===== src/rtl/lfsr_pkg.sv =====
// Shared constants and maximal-length tap table for the XNOR Fibonacci LFSR family.
package lfsr_pkg;

  localparam int LFSR_WID_MIN  = 3;
  localparam int LFSR_WID_MAX  = 32;
  localparam int LFSR_STEP_MIN = 1;
  localparam int LFSR_STEP_MAX = 8;

  function automatic logic [31:0] tap(int n);
    return 32'd1 << (n - 1);
  endfunction

  // Bit n (1-based) of the register is mask bit n-1.
  function automatic logic [31:0] lfsr_taps(int wid);
    logic [31:0] m;
    m = '0;
    case (wid)
      3:  m = tap(3)  | tap(2);
      4:  m = tap(4)  | tap(3);
      5:  m = tap(5)  | tap(3);
      6:  m = tap(6)  | tap(5);
      7:  m = tap(7)  | tap(6);
      8:  m = tap(8)  | tap(6)  | tap(5)  | tap(4);
      9:  m = tap(9)  | tap(5);
      10: m = tap(10) | tap(7);
      11: m = tap(11) | tap(9);
      12: m = tap(12) | tap(6)  | tap(4)  | tap(1);
      13: m = tap(13) | tap(4)  | tap(3)  | tap(1);
      14: m = tap(14) | tap(5)  | tap(3)  | tap(1);
      15: m = tap(15) | tap(14);
      16: m = tap(16) | tap(15) | tap(13) | tap(4);
      17: m = tap(17) | tap(14);
      18: m = tap(18) | tap(11);
      19: m = tap(19) | tap(6)  | tap(2)  | tap(1);
      20: m = tap(20) | tap(17);
      21: m = tap(21) | tap(19);
      22: m = tap(22) | tap(21);
      23: m = tap(23) | tap(18);
      24: m = tap(24) | tap(23) | tap(22) | tap(17);
      25: m = tap(25) | tap(22);
      26: m = tap(26) | tap(6)  | tap(2)  | tap(1);
      27: m = tap(27) | tap(5)  | tap(2)  | tap(1);
      28: m = tap(28) | tap(25);
      29: m = tap(29) | tap(27);
      30: m = tap(30) | tap(6)  | tap(4)  | tap(1);
      31: m = tap(31) | tap(28);
      32: m = tap(32) | tap(22) | tap(2)  | tap(1);
      default: m = '0;
    endcase
    return m;
  endfunction

endpackage


===== src/rtl/lfsr_step.sv =====
// One combinational XNOR Fibonacci shift: feedback enters at bit 0, cyc inverts it.
module lfsr_step
  import lfsr_pkg::*;
#(
  parameter int WID = 17
) (
  input  logic [WID-1:0] c,
  input  logic           cyc,
  output logic [WID-1:0] c_next
);

  localparam logic [WID-1:0] MASK = WID'(lfsr_taps(WID));

  logic fb;

  assign fb     = ~(^(c & MASK) ^ cyc);
  assign c_next = {c[WID-2:0], fb};

endmodule


===== src/rtl/lfsr_gen.sv =====
// Parametrised XNOR LFSR advancing STEP shifts per ce, with seed load, lock-up recovery
// and a wrap strobe whenever any sub-step lands on the reference (last loaded) value.
module lfsr_gen
  import lfsr_pkg::*;
#(
  parameter int             WID     = 17,
  parameter int             STEP    = 1,
  parameter logic [WID-1:0] RST_VAL = '0
) (
  input  logic           clk,
  input  logic           rst,
  input  logic           ce,
  input  logic           cyc,
  input  logic           ld,
  input  logic [WID-1:0] seed,
  output logic [WID-1:0] o,
  output logic           wrap,
  output logic           lock
);

  if (WID < LFSR_WID_MIN || WID > LFSR_WID_MAX) begin : g_bad_wid
    $error("lfsr_gen: WID=%0d outside legal range", WID);
  end
  if (STEP < LFSR_STEP_MIN || STEP > LFSR_STEP_MAX) begin : g_bad_step
    $error("lfsr_gen: STEP=%0d outside legal range", STEP);
  end
  if (&RST_VAL) begin : g_bad_rst_val
    $error("lfsr_gen: RST_VAL equals the all-ones lock-up state");
  end

  logic [WID-1:0]  ref_val;
  logic [WID-1:0]  chain [STEP+1];
  logic [STEP-1:0] hit;
  logic            locked;

  assign chain[0] = o;
  assign locked   = &o;

  // Sub-steps are chained combinationally; every intermediate is compared so a
  // period boundary falling inside a multi-bit advance is still reported.
  for (genvar i = 0; i < STEP; i++) begin : g_step
    lfsr_step #(.WID(WID)) u_step (
      .c      (chain[i]),
      .cyc    (cyc),
      .c_next (chain[i+1])
    );
    assign hit[i] = (chain[i+1] == ref_val);
  end

  // NOTE: state registers use non-blocking assignments so every flop samples
  // pre-edge values regardless of statement order.
  always_ff @(posedge clk) begin
    if (rst) begin
      o       <= RST_VAL;
      ref_val <= RST_VAL;
      wrap    <= 1'b0;
      lock    <= 1'b0;
    end else if (ld) begin
      o       <= seed;
      ref_val <= seed;
      wrap    <= 1'b0;
      lock    <= 1'b0;
    end else if (ce) begin
      if (locked) begin
        // All ones is a fixed point of XNOR feedback; escape to zero, keep ref.
        o    <= '0;
        wrap <= 1'b0;
        lock <= 1'b1;
      end else begin
        o    <= chain[STEP];
        wrap <= |hit;
        lock <= 1'b0;
      end
    end else begin
      wrap <= 1'b0;
      lock <= 1'b0;
    end
  end

endmodule


===== config.mk =====
export PLATFORM = sky130hd
export DESIGN_NAME = lfsr_gen
export DESIGN_NICKNAME = d
export VERILOG_FILES = /design/src/rtl/lfsr_pkg.sv /design/src/rtl/lfsr_step.sv /design/src/rtl/lfsr_gen.sv
export SDC_FILE = /design/constraint.sdc
export NUM_CORES = 1
export LEC_CHECK = 0
export CELL_PAD_IN_SITES_DETAIL_PLACEMENT = 2
export CELL_PAD_IN_SITES_GLOBAL_PLACEMENT = 2
export CORE_MARGIN = 2
export CORE_UTILIZATION = 29
export CTS_CLUSTER_DIAMETER = 120
export DETAILED_ROUTE_END_ITERATION = 6
export HOLD_SLACK_MARGIN = 0.15
export PLACE_DENSITY_LB_ADDON = 0.1
export SYNTH_ARGS = -nofsm -noshare
export SYNTH_HDL_FRONTEND = slang
export SYNTH_SLANG_ARGS = --single-unit

===== constraint.sdc =====
create_clock -name clk -period 1.6 [get_ports clk]
set_input_delay 0.32 -clock clk [delete_from_list [all_inputs] [get_ports clk]]
set_output_delay 0.32 -clock clk [all_outputs]
set_load 0.02 [all_outputs]

==> reports/metrics.csv <==
metric;value;unit
sequential power share;0.495;
Total Wirelength;4.92;mm
RSZ-0062 raised after global routing;false;
GR Util All Layers;0.178;
critical path peak fanout;1;
Max Cap Viol;0;
Setup crit start kind;register;
placed insts;262;
Yosys warnings;0;
worst setup margin;71.7;ps
first-pass GRT wire length;8.29;mm
hold_ws;524;ps
Psw;0.556;mW
final net count;221;
TritonCTS clock tree;yes;
dpl ws;-198;ps
Int Power;1.48;mW
Final Cell Area;2180;um^2
GP Congestion;0.748;
main flop type after synthesis;dfxtp_1;
Site Rows;26;
initial antenna violation count;0;
Pins Over Slew Limit;0;
n_diodes;0;
die area;6020;um^2
H-tree depth;2;
CP Class;reg -> out;
setup TNS;0;ps
IO Count;41;
slowest CP cell;clkdlybuf4s50_1;
Critical Path AT;1210;ps
Synth Register Bits;36;
Post-CTS Hold Buffers;0;
non-filler cells, final;270;
Post-synth ARST share;0;
Net Sw Frac;0.273;
P_leak;0.944;nW
most common cell after layout, fill and taps aside;dfxtp_1;
CTS buffer count;5;
post-synthesis cell type count;19;
clock latency on the worst-skew pair;280;ps
DP Area;2100;um^2
CP Cell Sequence;clkdlybuf4s50_1;
Worst-path clk slew;70;ps
Filler cells;551;
post-DP HPWL;3.48;mm
register area share after synthesis;0.459;
largest net degree at the start of global routing;35;
crit-path leading delay family;buffers and inverters;
Slew headroom;0.722;
Routed Antenna Nets;0;
CP max stage delay;600;ps
Initial Util;0.304;
Die Span Y;77.6;um
IO Port Bufs;40;
Peak VDD IR;0.326;mV
final hold viol count;0;
vias in the first global route;1505;
drt pass-1 iters;4;
CTS sink count;36;
GRT overflow;0;
Clock Path Buffers;2;
CTS root buffer;clkbuf_8;
Hold Crit Class;reg -> reg;
# Post-CTS Setup Buffers;0;
combinational fraction of design power;0.178;
Tcrit/Tclk final;0.955;
Post-Syn Area;1570;um^2
Post-Syn Area per Cell;10.4;um^2
Initial DRC Count;60;
worst slew pin tran;414;ps
Setup Viol. Count Final;0;
fmax;654;MHz
most frequent cells in the layout;dfxtp_1 (36), clkdlybuf4s50_1 (23), nor2_1 (19), xor2_1 (18);
Post-Syn Instances;151;
number of vias per cell;5.04;
clock power share;0.327;
EDFF count, synth;0;
worst path required time;1280;ps
residual DRC count;0;
core area;5170;um^2
P&R area growth vs syn;38.6;%
power per cell area;933;nW/um^2
post-route minimum period;1530;ps
mean routed wirelength per cell;18.2;um
WP buf/inv;1;
Post-Route Skew;2.08;ps
die width;77.6;um
layout cells sized above 1;0.110;
Post-Syn Nets;173;
Vias;1360;
status;complete, no violations;
nature of the critical path endpoint;primary output;
==> repair_timing <==
item	4_1_cts	5_1_grt
setup endpoints to repair	17	18
gates resized for setup	17	2
endpoints found under the hold margin	0	0
==> stage by stage <==
step	utilization	power [mW]
after global routing	0.421	2.15
after floorplan	-	1.21
after CTS	0.419	2.06
after global placement	0.406	1.39
after detailed placement	0.406	1.40
final	0.421	2.03
==> state kept, by name, summed over array words and instances, names as in the netlist <==
| name | cells |
|---|---|
| lock | 1 |
| ref_val | 17 |
| wrap | 1 |
| o | 17 |
==> synthesized netlist by cell type, types with 2 or more instances <==
| cell | count | area, um^2 |
|---|---|---|
| a22oi_1 | 17 | 128 |
| nor2_1 | 19 | 71.3 |
| nand4_1 | 4 | 25.0 |
| mux2i_1 | 17 | 170 |
| nor4_1 | 4 | 25.0 |
| nand2_1 | 2 | 7.51 |
| clkbuf_1 | 5 | 18.8 |
| dfxtp_1 | 36 | 721 |
| buf_6 | 2 | 22.5 |
| o2bb2ai_1 | 17 | 149 |
| buf_2 | 3 | 15.0 |
| xor2_1 | 18 | 158 |
==> kinds of logic (layout without fill, tap and decap cells) <==
group	Yosys count	count (layout)	share of synthesized area
xor+xnor	19	19	0.106
simple gates	34	34	0.105
flops	36	36	0.459
compound gates	35	35	0.186
buf+inv	10	59	0.0358
mux	17	17	0.108
==> path summary, 6_finish.rpt <==
kind | start | slack [ps] | end | cells past startpoint
max | lock$_SDFF_PP0_ | 70 | lock | 1
min | ref_val[6]$_SDFFE_PP0P_ | 520 | ref_val[6]$_SDFFE_PP0P_ | 2
max reg2reg | o[4]$_SDFFE_PP0P_ | 130 | wrap$_SDFF_PP0_ | 4
min reg2reg | ref_val[6]$_SDFFE_PP0P_ | 520 | ref_val[6]$_SDFFE_PP0P_ | 2
==> per-layer routing <==
layer / vias to the layer above / part of all wire / global-route usage
li1: 654 / - / -
met3: 6 / 0.030 / 0.0430
met4: 0 / 0.012 / 0.0482
met5: - / 0 / 0
met2: 32 / 0.49 / 0.303
met1: 668 / 0.47 / 0.224
==> area by class of cell <==
type / count / area, um^2 / area share
clock buffers: 8 / 90.1 / 0.0414
repair buffers: 51 / 474 / 0.218
well taps: 70 / 87.6 / 0.0402
flip-flops and latches: 36 / 721 / 0.331
multi-input cells: 105 / 806 / 0.370
==> power groups by stage <==
stage	Combinational, mW	Sequential (mW)	Clock (mW)
floorplan	0.162	1.05	0
global placement	0.364	1.03	0
detailed placement	0.372	1.03	0
CTS	0.361	1.01	0.691
global route	0.396	1.02	0.738
finish	0.361	1.01	0.665
==> worst register-to-register path: stages, from the launching register on <==
cell and delay, ps:
dfxtp_1 340, xor2_1 170, nor4_2 440, nand4_1 140
nor4b_1 280
Power figures use the tool's default switching activity.
